--- src/rtl/sd_init.sv ---
// SPI-mode SD card initialisation sequencer.
// Sends the power-up 0xFF bytes with CS high, then walks CMD0, CMD8, the CMD55/ACMD41 loop and,
// when SD_INIT_CMD16_EN is defined, CMD16 for v1 cards, through the sdcmd strobe/busy handshake.
// Optional feature macro: SD_INIT_CMD16_EN.
module sd_init #(
  parameter int unsigned POWERUP_BYTES  = 10,
  parameter int unsigned CMD0_RETRIES   = 8,
  parameter int unsigned ACMD41_RETRIES = 1000
) (
  input  logic        i_clk,
  input  logic        i_reset,
  input  logic        i_start,
  output logic        o_done,
  output logic        o_error,
  output logic [3:0]  o_error_code,
  output logic        o_card_v2,
  output logic        o_busy,
  output logic        o_w_cmd,
  output logic [47:0] o_command,
  input  logic [39:0] i_response,
  input  logic        i_cmd_busy,
  output logic        o_spi_own,
  output logic        o_spi_w,
  output logic [7:0]  o_spi_data_out,
  output logic        o_cs_spi,
  input  logic        i_spi_busy
);

  // A zero limit would never match an incremented counter, so it is treated as one.
  localparam logic [15:0] PwrBytes  = (POWERUP_BYTES == 0) ? 16'd1 : 16'(POWERUP_BYTES);
  localparam logic [15:0] Cmd0Lim   = (CMD0_RETRIES == 0) ? 16'd1 : 16'(CMD0_RETRIES);
  localparam logic [15:0] Acmd41Lim = (ACMD41_RETRIES == 0) ? 16'd1 : 16'(ACMD41_RETRIES);

  localparam logic [47:0] FrameCmd0    = 48'h40_0000_0000_95;
  localparam logic [47:0] FrameCmd8    = 48'h48_0000_01AA_87;
  localparam logic [47:0] FrameCmd55   = 48'h77_0000_0000_01;
  localparam logic [47:0] FrameAcmd41  = 48'h69_0000_0000_01;
  localparam logic [47:0] FrameAcmd41H = 48'h69_4000_0000_01;
`ifdef SD_INIT_CMD16_EN
  localparam logic [47:0] FrameCmd16   = 48'h50_0000_0200_01;
`endif

  typedef enum logic [3:0] {
    StIdle, StPwrSend, StPwrGap, StPwrWait, StCmdIssue,
    StCmdGap, StCmdWait, StEval, StDone, StError
  } state_e;

  typedef enum logic [2:0] {
    StepCmd0, StepCmd8, StepCmd55,
`ifdef SD_INIT_CMD16_EN
    StepCmd16,
`endif
    StepAcmd41
  } step_e;

  state_e      r_state, w_state_d;
  step_e       r_step, w_step_d;
  logic [15:0] r_byte_cnt, w_byte_cnt_d;
  logic [15:0] r_retry, w_retry_d;
  logic        r_done, w_done_d;
  logic        r_error, w_error_d;
  logic [3:0]  r_error_code, w_error_code_d;
  logic        r_card_v2, w_card_v2_d;
  logic        w_cmd_strobe;
  logic [7:0]  w_r1;
  logic [15:0] w_byte_inc;
  logic [15:0] w_retry_inc;
  logic [47:0] w_frame;
  logic        w_unused_resp;

  assign w_r1          = i_response[39:32];
  assign w_byte_inc    = r_byte_cnt + 16'd1;
  assign w_retry_inc   = r_retry + 16'd1;
  assign w_unused_resp = ^i_response[31:12];

  // State and status registers with synchronous reset.
  always_ff @(posedge i_clk) begin
    if (i_reset) begin
      r_state      <= StIdle;
      r_step       <= StepCmd0;
      r_byte_cnt   <= 16'd0;
      r_retry      <= 16'd0;
      r_done       <= 1'b0;
      r_error      <= 1'b0;
      r_error_code <= 4'd0;
      r_card_v2    <= 1'b0;
    end else begin
      r_state      <= w_state_d;
      r_step       <= w_step_d;
      r_byte_cnt   <= w_byte_cnt_d;
      r_retry      <= w_retry_d;
      r_done       <= w_done_d;
      r_error      <= w_error_d;
      r_error_code <= w_error_code_d;
      r_card_v2    <= w_card_v2_d;
    end
  end

  // Next-state logic: power-up bytes, command handshake and response evaluation.
  always_comb begin
    w_state_d      = r_state;
    w_step_d       = r_step;
    w_byte_cnt_d   = r_byte_cnt;
    w_retry_d      = r_retry;
    w_done_d       = r_done;
    w_error_d      = r_error;
    w_error_code_d = r_error_code;
    w_card_v2_d    = r_card_v2;
    w_cmd_strobe   = 1'b0;
    unique case (r_state)
      StIdle, StDone, StError: begin
        if (i_start) begin
          w_state_d      = StPwrSend;
          w_done_d       = 1'b0;
          w_error_d      = 1'b0;
          w_error_code_d = 4'd0;
          w_card_v2_d    = 1'b0;
          w_byte_cnt_d   = 16'd0;
          w_retry_d      = 16'd0;
        end
      end
      StPwrSend: w_state_d = StPwrGap;
      // The gap gives the SPI master a cycle to raise busy before it is polled.
      StPwrGap:  w_state_d = StPwrWait;
      StPwrWait: begin
        if (!i_spi_busy) begin
          w_byte_cnt_d = w_byte_inc;
          if (w_byte_inc == PwrBytes) begin
            w_state_d = StCmdIssue;
            w_step_d  = StepCmd0;
          end else begin
            w_state_d = StPwrSend;
          end
        end
      end
      StCmdIssue: begin
        // A transfer left over from an aborted run must drain before a new strobe.
        if (!i_cmd_busy) begin
          w_cmd_strobe = 1'b1;
          w_state_d    = StCmdGap;
        end
      end
      StCmdGap:  w_state_d = StCmdWait;
      StCmdWait: begin
        if (!i_cmd_busy) w_state_d = StEval;
      end
      StEval: begin
        w_state_d = StCmdIssue;
        case (r_step)
          StepCmd0: begin
            if (w_r1 == 8'h01) begin
              w_step_d  = StepCmd8;
              w_retry_d = 16'd0;
            end else begin
              w_retry_d = w_retry_inc;
              if (w_retry_inc == Cmd0Lim) begin
                w_state_d      = StError;
                w_error_d      = 1'b1;
                w_error_code_d = 4'd1;
              end
            end
          end
          StepCmd8: begin
            if (w_r1 == 8'h01 && i_response[11:8] == 4'h1 && i_response[7:0] == 8'hAA) begin
              w_card_v2_d = 1'b1;
              w_step_d    = StepCmd55;
            end else if (w_r1 == 8'h05) begin
              w_card_v2_d = 1'b0;
              w_step_d    = StepCmd55;
            end else begin
              w_state_d      = StError;
              w_error_d      = 1'b1;
              w_error_code_d = 4'd2;
            end
          end
          StepCmd55: begin
            if (w_r1 == 8'h00 || w_r1 == 8'h01) begin
              w_step_d = StepAcmd41;
            end else begin
              w_state_d      = StError;
              w_error_d      = 1'b1;
              w_error_code_d = 4'd4;
            end
          end
          StepAcmd41: begin
            if (w_r1 == 8'h00) begin
`ifdef SD_INIT_CMD16_EN
              // Only v1 cards need the block length forced to 512.
              if (!r_card_v2) begin
                w_step_d = StepCmd16;
              end else begin
                w_state_d = StDone;
                w_done_d  = 1'b1;
              end
`else
              w_state_d = StDone;
              w_done_d  = 1'b1;
`endif
            end else if (w_r1 == 8'h01) begin
              w_retry_d = w_retry_inc;
              if (w_retry_inc == Acmd41Lim) begin
                w_state_d      = StError;
                w_error_d      = 1'b1;
                w_error_code_d = 4'd3;
              end else begin
                w_step_d = StepCmd55;
              end
            end else begin
              w_state_d      = StError;
              w_error_d      = 1'b1;
              w_error_code_d = 4'd4;
            end
          end
`ifdef SD_INIT_CMD16_EN
          StepCmd16: begin
            if (w_r1 == 8'h00) begin
              w_state_d = StDone;
              w_done_d  = 1'b1;
            end else begin
              w_state_d      = StError;
              w_error_d      = 1'b1;
              w_error_code_d = 4'd5;
            end
          end
`endif
          default: begin
            w_state_d      = StError;
            w_error_d      = 1'b1;
            w_error_code_d = 4'd4;
          end
        endcase
      end
      default: w_state_d = StIdle;
    endcase
  end

  // Command frame for the active step; driven only while a command is in progress.
  always_comb begin
    w_frame = 48'h0;
    case (r_step)
      StepCmd0:   w_frame = FrameCmd0;
      StepCmd8:   w_frame = FrameCmd8;
      StepCmd55:  w_frame = FrameCmd55;
      StepAcmd41: w_frame = r_card_v2 ? FrameAcmd41H : FrameAcmd41;
`ifdef SD_INIT_CMD16_EN
      StepCmd16:  w_frame = FrameCmd16;
`endif
      default:    w_frame = 48'h0;
    endcase
    o_command = (r_state inside {StCmdIssue, StCmdGap, StCmdWait, StEval}) ? w_frame : 48'h0;
  end

  assign o_done         = r_done;
  assign o_error        = r_error;
  assign o_error_code   = r_error_code;
  assign o_card_v2      = r_card_v2;
  assign o_busy         = !(r_state inside {StIdle, StDone, StError});
  assign o_w_cmd        = w_cmd_strobe;
  assign o_spi_own      = r_state inside {StPwrSend, StPwrGap, StPwrWait};
  assign o_spi_w        = (r_state == StPwrSend);
  assign o_spi_data_out = 8'hFF;
  assign o_cs_spi       = o_spi_own;

endmodule
--- config.mk ---
export PLATFORM = sky130hd
export DESIGN_NAME = sd_init
export DESIGN_NICKNAME = d
export VERILOG_FILES = /design/src/rtl/sd_init.sv
export SDC_FILE = /design/constraint.sdc
export NUM_CORES = 1
export LEC_CHECK = 0
export BUFFER_PORTS_ARGS = -buffer_cell sky130_fd_sc_hd__buf_2
export CAP_MARGIN = 15
export CORE_MARGIN = 1.5
export CORE_UTILIZATION = 53
export DETAILED_ROUTE_END_ITERATION = 10
export PLACE_DENSITY = 0.83
export SKIP_LAST_GASP = 1
export SLEW_MARGIN = 30
export SYNTH_ARGS = -nofsm -noshare
export SYNTH_HDL_FRONTEND = slang
export SYNTH_SLANG_ARGS = --single-unit
--- constraint.sdc ---
create_clock -name i_clk -period 3.3 [get_ports i_clk]
set_input_delay 0.495 -clock i_clk [delete_from_list [all_inputs] [get_ports i_clk]]
set_output_delay 0.495 -clock i_clk [all_outputs]
set_load 0.01 [all_outputs]
Word level (Yosys, flattened, before mapping) --
Cells that the tools add are included.
Storage, ports and cells: input bits 45, output and inout bits 68, register bits 46
Operators by class: reductions and logical operators 21, multiplexer cells 68, eq/ne operators 42, add/sub/neg operators 2
Operator list (number):
- $pmux W47 S4 | 1
- $pmux W16 S2 | 3
- $mux W4 | 21
- $mux W16 | 5
- $mux W48 | 1
- $mux W39 | 1
- $ne A3 B3 Y1 const B | 11
- $add A16 B1 Y16 const B | 2
- $eq A16 B4 Y1 const B | 2
- $pmux W4 S4 | 2
- $pmux W4 S8 | 1
- $mux W3 | 10
- $eq A16 B10 Y1 const B | 1
- $eq A4 B3 Y1 const B | 4
- $mux W1 | 16
- $ne A2 B2 Y1 const B | 6
- $pmux W3 S4 | 1
- $reduce_and A4 Y1 | 3
- $reduce_and A10 Y1 | 1
- $reduce_and A9 Y1 | 1
- $eq A4 B1 Y1 const B | 2
- $eq A4 B2 Y1 const B | 2
- $eq A4 B4 Y1 const B | 2
- $eq A8 B1 Y1 const B | 1
- 24 further kinds | 33

Logic depth before layout (Yosys ltp) --
Gate-level depths: netlist of the first run.
depth after elaboration 7, mapped depth 11, mapped depth without buffers 9

Worst setup path before layout of the first run --
Ideal clock, no wire load.
path type register to register, start point reg r_byte_cnt[0], end point reg r_step[0], stages on the path, launching flop included 11, setup slack 0.650 ns, data arrival time 2.580 ns, path through dfxtp_1 -> ha_1 -> and4_1 -> buf_6 -> and3_1 -> a41oi_1 -> a2111o_1 -> o31ai_2 -> nand4_2 -> or4_1 -> a21oi_1
On the way: word-level cells in the longest chain between the ends 4
Ends and longest elaborated chain:
- start: declaration | RTL line 58 | logic [15:0] r_byte_cnt, w_byte_cnt_d;
- start signal: assignment | RTL line 90 | r_byte_cnt <= w_byte_cnt_d;
- $add A16 B1 Y16 | RTL line 72 | assign w_byte_inc = r_byte_cnt + 16'd1;
- $eq A16 B4 Y1 | RTL line 128 | if (w_byte_inc == PwrBytes) begin
- $ne A2 B2 Y1 (no line)
- $reduce_and A10 Y1 (no line)
- end signal: assignment | RTL line 80 | r_step <= StepCmd0;
- end signal: assignment | RTL line 89 | r_step <= w_step_d;
- end: declaration | RTL line 57 | step_e r_step, w_step_d;
No other way between the ends. A chain may end at the register's enable or synchronous reset.

Worst setup path in the final report of the first run --
Same ends and word-level chain as after synthesis.

==> results by group, run 1 <==
Status
  • Outcome: finished clean

Finish
  • Register Area: about 880 sq um
  • Finished Cell Area: 3860 sq um
  • Fill count: 627
  • Antenna cells: 0
  • Layout cells sized above 1: 17.7%
  • Syn-to-layout area delta: 4.01%
  • Multi-input gate area: 2370 sq um
  • Nets: between 500 and 600

Placed design
  • Buffers on Ports: 53
  • Dpl hpwl: 5980 um
  • Placed cell areas: ~3700 sq um
  • Final GP Congestion: roughly 0.96
  • Pre-CTS setup slack: roughly 0.20 ns

Synthesis
  • Post-Syn Area: 3710 sq um
  • Register area share after synthesis: about a quarter
  • Synth unique cells: between 70 and 80
  • Avg Cell Area, Syn: 7.52 sq um
  • Ys flop type: dfxtp_1
  • Post-Syn Instances: 493
  • Yosys warning total: 0
  • Yosys reg bits: 44
  • Synth area leader: dfxtp_1
  • Yosys top cell area share: 23.8%
  • Post-synth EDFFs: 0
  • Post-synthesis async set-or-reset flop share: 0%
  • Largest cells by area after synthesis: dfxtp_1, buf_4, a21oi_1

Power
  • Leak Pwr: around 0.0015 uW
  • Pwr dens: between 300 and 400 nW/um^2
  • Max VDD drop: ~0.00017 V

Clocking
  • Count of hold-fix buffers inserted at cts: 0
  • Root Buffer: clkbuf_8
  • CTS tree: yes
  • Num CTS Buffers: 5
  • Sink Count: 44
  • Setup repair bufs after CTS: 0
  • CTS max path bufs: 2
  • CTS clk-pin slew, worst paths: 0.10 ns
  • CTS resizes: 0
  • Clock H-tree levels: 2
  • Clk Latency, worst-skew pair: approximately 0.31 ns

Floorplan
  • IO Count: 113
  • Die area: roughly 7500 sq um
  • Die H: 86.7 um
  • Core area: about 6800 sq um
  • Die X: between 80 and 90 um
  • Effective utilization at floorplan: approximately 55%
  • Site Rows: 30

Global route
  • All-layer global routing usage: 22.3%
  • Vias in the first global route: 3098
  • Wire length of the first global-routing pass: 13800 um
  • Initial antenna violation count: 0
  • Gr ovfl total: 0
  • Pin count of the biggest net entering global routing: 40

Timing
  • Worst-margin pin slew: 0.676 ns
  • Final worst slack: 0.186 ns
  • Tcrit/Tclk final: 94.4%
  • Max Slew Vio Count: 0
  • Layout Skew: between 0.015 and 0.02 ns
  • Setup TNS: 0 ns
  • Post-layout min period: 3.11 ns
  • Slew HR: 54.4%
  • Final setup violating endpoints: 0
  • FMAX: 0.321 GHz
  • RSZ-0062 raised after global routing: false
  • Final Hold Fails: 0

Worst hold path
  • Min-Delay Path Depth: 2
  • WHS Endpoint: o_card_v2
  • Worst hold-check path type: input port to register
  • Hold Path Origin: i_reset

Setup path
  • Worst EP arrival: approximately 3.4 ns
  • Worst Path Required: 3.55 ns
  • CP Capture Type: register
  • CP Max Fanout: 9
  • Reg2Reg Launch Point: r_byte_cnt[0]
  • R2r setup slk: approximately 0.19 ns
  • CP Launch Type: register
  • R2R Path End: r_step[0]
  • Worst R2R Path Depth: 9
  • Crit Path Class: register to register

Drt
  • Via count: 3592
  • DR vias/cell: 5.90
  • Drt wl/cell: 13.9 um
  • First-pass DRT Iterations: 5
  • Iteration-0 DRC Markers: 245
  • DRT antenna net count: 0
  • Drt total wl: 8470 um
  • Number of remaining DRC errors: 0

Run
  • Max_cap viols: 0
==> cell usage after synthesis, drive strengths merged (8+ instances only) <==
library cell,n
buf,64
nor2,52
a21oi,47
dfxtp,44
nand2,31
o21ai,30
clkbuf,20
nand3,14
nor4,14
nand4,13
nor3,13
inv,12
a31oi,11
and3,11
xnor2,8
==> sequential cells by signal, indices dropped and copies added (netlist names) <==
register and cells:
o_card_v2 1, o_done 1, o_error 1, o_error_code 3
r_byte_cnt 16, r_retry 16, r_state 4, r_step 2
==> worst max-delay path by stage <==
stage	start	endpoint	slack (ns)	depth (start not counted)
floorplan	r_byte_cnt[0]	r_step[0]	0.65	10
global placement	r_byte_cnt[0]	r_step[0]	0.33	9
detailed placement	r_byte_cnt[0]	r_step[0]	0.20	9
CTS	r_byte_cnt[0]	r_step[0]	0.19	9
global route	r_byte_cnt[0]	r_step[0]	0.005	9
finish	r_byte_cnt[0]	r_step[0]	0.19	9
==> cells in the final DEF, fill, tap and decap left out, types with 6 or more instances in the layout <==
cell / instances
buf_2: 53
nor2_1: 50
a21oi_1: 47
dfxtp_1: 44
conb_1: 39
nand2_1: 31
o21ai_0: 27
nor4_1: 13
nand3_1: 13
inv_1: 12
nor3_1: 11
and3_1: 11
nand4_1: 11
a31oi_1: 11
xnor2_1: 8
or3_1: 7
ha_1: 7
clkbuf_8: 7
and4_1: 6
buf_4: 6
==> layout make-up <==
class                           count  share of cell area [%]
Sequential cell                    44                    22.8
Multi-Input combinational cell    390                    61.6
Inverter                           12                    1.17
Timing Repair Buffer               59                    8.04
Clock inverter                      1                   0.778
Tap cell                           96                    3.11
Clock buffer                        7                    2.50
==> per-stage QoR <==
stage,utilization [%],hold slack (ns),instances,total power [uW]
2_1_floorplan,-,0.465,530,784
3_3_place_gp,54.9,0.488,601,803
3_5_place_dp,54.9,0.499,601,810
4_1_cts,56.8,0.419,609,1270
5_1_grt,56.8,0.428,609,1330
6_report,56.8,0.423,609,1260
==> critical path: stages (launching register included) <==
cell and delay (ns):
dfxtp_1 0.46, ha_1 0.30, and4_1 0.43, and3_1 0.25
a41oi_1 0.12, a2111o_1 0.45, o31ai_2 0.30, nand4_2 0.17
or4_1 0.44, a21oi_1 0.16
==> per-layer routing <==
| layer | GRT usage, % | part of all wire, % |
|---|---|---|
| met5 | 0 | 0 |
| met4 | 8.65 | 1.3 |
| met3 | 4.67 | 5.4 |
| met2 | 37.4 | 49 |
| met1 | 28.1 | 45 |
==> cell families (layout without fill, tap and decap cells) <==
| logic type | count (synthesis) | in the layout | share of synthesized area (%) |
|---|---|---|---|
| simple gates | 201 | 201 | 31.1 |
| mux | 4 | 4 | 1.08 |
| fa+ha+maj | 7 | 7 | 2.36 |
| flops | 44 | 44 | 23.8 |
| xor+xnor | 8 | 8 | 1.89 |
| compound gates | 131 | 131 | 23.6 |
| other cells | 2 | 39 | 0.203 |
| buf+inv | 96 | 79 | 16.0 |
==> where the power goes <==
group / switching (uW) / leakage [uW] / internal (uW)
Sequential: 19.2 / 0.000355 / 537
Clock: 192 / 0.0000645 / 267
Combinational: 168 / 0.00105 / 80.1
(Power assumes the default switching activity.)
==> run 2, diff against run 1 <==
--- a/config.mk
+++ b/config.mk
@@ -7,7 +7,7 @@
 export LEC_CHECK = 0
 export BUFFER_PORTS_ARGS = -buffer_cell sky130_fd_sc_hd__buf_2
 export CAP_MARGIN = 15
-export CORE_MARGIN = 1.5
+export CORE_MARGIN = 2
 export CORE_UTILIZATION = 53
 export DETAILED_ROUTE_END_ITERATION = 10
 export PLACE_DENSITY = 0.83
==> run 2 against run 1 <==
Sequential cell count did not move; wire length rose by 0.59%; first-iteration DRC count rose by 15%; via count did not move; clock power fell by 22%.
==> results by group, run 2 (synthesized netlist as in run 1, its figures left out) <==
Clocking
  • CTS max path bufs: 2 (unchanged)
  • Root Buffer: clkbuf_8 (unchanged)
  • CTS resizes: 0 (unchanged)
  • Clk Latency, worst-skew pair: 0.31 ns (about the same)
  • Clock H-tree levels: 2 (unchanged)
  • CTS tree: yes (unchanged)
  • CTS clk-pin slew, worst paths: 0.09 ns (was 0.10 ns)
  • Setup repair bufs after CTS: 0 (unchanged)
  • Sink Count: 44 (unchanged)
  • Num CTS Buffers: 5 (unchanged)
  • Count of hold-fix buffers inserted at cts: 0 (unchanged)

Floorplan
  • Effective utilization at floorplan: 54.6% (unchanged)
  • Die H: 87.7 um (was 86.7 um)
  • Core area: 6790 sq um (unchanged)
  • Site Rows: 30 (unchanged)
  • Die area: 7680 sq um (was 7510 sq um)
  • Die X: 87.7 um (was 86.7 um)
  • IO Count: 113 (unchanged)

Setup path
  • CP Launch Type: register (unchanged)
  • Worst Path Required: 3.55 ns (about the same)
  • CP peak stage delay: 0.46 ns (about the same)
  • Reg2Reg Launch Point: r_byte_cnt[0] (unchanged)
  • CP Max Fanout: 9 (unchanged)
  • Worst R2R Path Depth: 9 (unchanged)
  • Worst Path Buf+Inv: 0 (unchanged)
  • Critical path capture point: r_step[0] (unchanged)
  • R2r setup slk: 0.20 ns (was 0.19 ns)
  • Crit path launch: r_byte_cnt[0] (unchanged)
  • CP max-delay cell: a2111o_1 (was dfxtp_1)
  • Worst path cell trace: ha_1, and4_1, and3_1, a41oi_1, a2111o_1, o31ai_2, nand4_2, or4_1, a21oi_1 (unchanged)
  • Worst EP arrival: 3.34 ns (was 3.36 ns)
  • R2R Path End: r_step[0] (unchanged)
  • CP Capture Type: register (unchanged)
  • Cell depth of the worst setup path: 9 (unchanged)
  • Cell family contributing the most delay on the critical path: simple AND/OR/NAND/NOR gates (unchanged)
  • Crit Path Class: register to register (unchanged)

Finish
  • Commonest non-fill, non-tap cells in the layout: buf_2, nor2_1, a21oi_1, dfxtp_1, conb_1 (unchanged)
  • Util after Layout: 56.3% (was 56.8%)
  • Commonest non-fill, non-tap cell in the layout: buf_2 (unchanged)
  • Layout cells sized above 1: 17.7% (unchanged)
  • Biggest regs: r_byte_cnt x16, r_retry x16, r_state x4 (unchanged)
  • Syn-to-layout area delta: 3.10% (was 4.01%)
  • Nets: 564 (unchanged)
  • Antenna cells: 0 (unchanged)

Drt
  • Drt total wl: 8520 um (was 8470 um)
  • Drt wl/cell: 14.0 um (was 13.9 um)
  • Via count: 3592 (unchanged)
  • Iteration-0 DRC Markers: 282 (was 245)
  • Number of remaining DRC errors: 0 (unchanged)
  • DR vias/cell: 5.90 (unchanged)
  • First-pass DRT Iterations: 6 (was 5)
  • DRT antenna net count: 0 (unchanged)

Run
  • Max_cap viols: 0 (unchanged)

Power
  • Clock power share: 30.9% (was 36.4%)
  • Pwr dens: 305 nW/um^2 (was 328 nW/um^2)
  • Final Power: 1170 uW (was 1260 uW)
  • P_sw: 382 uW (was 379 uW)
  • Leak Pwr: 0.00146 uW (was 0.00147 uW)
  • Comb pwr share: 21.4% (was 19.6%)
  • Max VDD drop: 0.000162 V (was 0.000167 V)
  • Net Sw Frac: 32.7% (was 30.0%)
  • Sequential power share: 47.7% (was 44.0%)
  • Internal power: 785 uW (was 885 uW)

Placed design
  • Dpl hpwl: 6180 um (was 5980 um)
  • Final GP Congestion: 0.891 (was 0.956)
  • Buffers on Ports: 53 (unchanged)

Timing
  • Layout Skew: 0.0139 ns (was 0.0183 ns)
  • Final Hold Fails: 0 (unchanged)
  • Final setup violating endpoints: 0 (unchanged)
  • Tcrit/Tclk final: 93.8% (was 94.4%)
  • Post-layout min period: 3.10 ns (was 3.11 ns)
  • RSZ-0062 raised after global routing: false (unchanged)
  • Max Slew Vio Count: 0 (unchanged)
  • FMAX: 0.323 GHz (was 0.321 GHz)
  • Slew HR: 46.1% (was 54.4%)
  • Worst-margin pin slew: 0.801 ns (was 0.676 ns)
  • Setup TNS: 0 ns (unchanged)

Global route
  • All-layer global routing usage: 21.4% (was 22.3%)
  • Gr ovfl total: 0 (unchanged)
  • Initial antenna violation count: 0 (unchanged)
  • Vias in the first global route: 3003 (was 3098)
  • Pin count of the biggest net entering global routing: 26 (was 40)
  • GR peak layer: met2 (unchanged)
  • GR met2 Demand/Resource: 35.7% (was 37.4%)
  • Wire length of the first global-routing pass: 13600 um (was 13800 um)
  • GRT met3 Usage: 3.96% (was 4.67%)
  • Met1 GRT Util: 27.4% (was 28.1%)

Worst hold path
  • Min-Delay Path Depth: 2 (unchanged)
  • Worst hold-check path type: input port to register (unchanged)

Status
  • Outcome: finished clean (unchanged)
-- run 2: cell count changes in the layout (fill, tap and decap cells not counted) --
cell,delta
clkbuf_8,-1
clkinv_2,+2
bufinv_16,-1
-- run 2: layout make-up --
cell class	instances	area [sq um]
fillers	610	2970
clock inverters	2	10.0
multi-input cells	390	2370
repair buffers	59	310
flip-flops and latches	44	881
clock buffers	6	82.6
inverters	12	45.0
well taps	96	120
-- run 2: worst min path at each step --
stage / startpoint / endpoint / slack, ns
3_5_place_dp: r_retry[15] / r_retry[15] / 0.50
4_1_cts: i_start / r_state[1] / 0.49
5_1_grt: i_start / r_state[1] / 0.51
3_3_place_gp: o_card_v2 / o_card_v2 / 0.49
2_1_floorplan: r_retry[11] / r_retry[11] / 0.46
6_report: i_start / r_state[1] / 0.49
-- run 2: power by group through the flow --
| stage | clock (uW) | combinational (uW) | sequential [uW] |
|---|---|---|---|
| 2_1_floorplan | 0 | 231 | 553 |
| 3_3_place_gp | 0 | 238 | 567 |
| 3_5_place_dp | 0 | 245 | 568 |
| 4_1_cts | 362 | 246 | 555 |
| 5_1_grt | 385 | 280 | 557 |
| 6_report | 361 | 250 | 556 |
-- run 2: metrics by stage --
step                worst slack (ns)  cells  hold slack, ns  area (sq um)
floorplan                      0.650    530           0.465          3850
global placement               0.292    601           0.494          3730
detailed placement             0.215    601           0.505          3730
CTS                            0.209    609           0.492          3820
global route                  0.0295    609           0.509          3820
finish                         0.204    609           0.495          3820
-- run 2: per-layer routing --
layer	share of wire [%]	routed length [um]
met1	44	3770
met2	48	4050
met3	6.3	540
met4	1.9	159
met5	0	0
-- run 2: worst reg2reg max path, cell delays in order, from the launching register on --
cell and delay, ns:
dfxtp_1 0.45, ha_1 0.29, and4_1 0.41, and3_1 0.26
a41oi_1 0.12, a2111o_1 0.46, o31ai_2 0.30, nand4_2 0.18
or4_1 0.44, a21oi_1 0.15
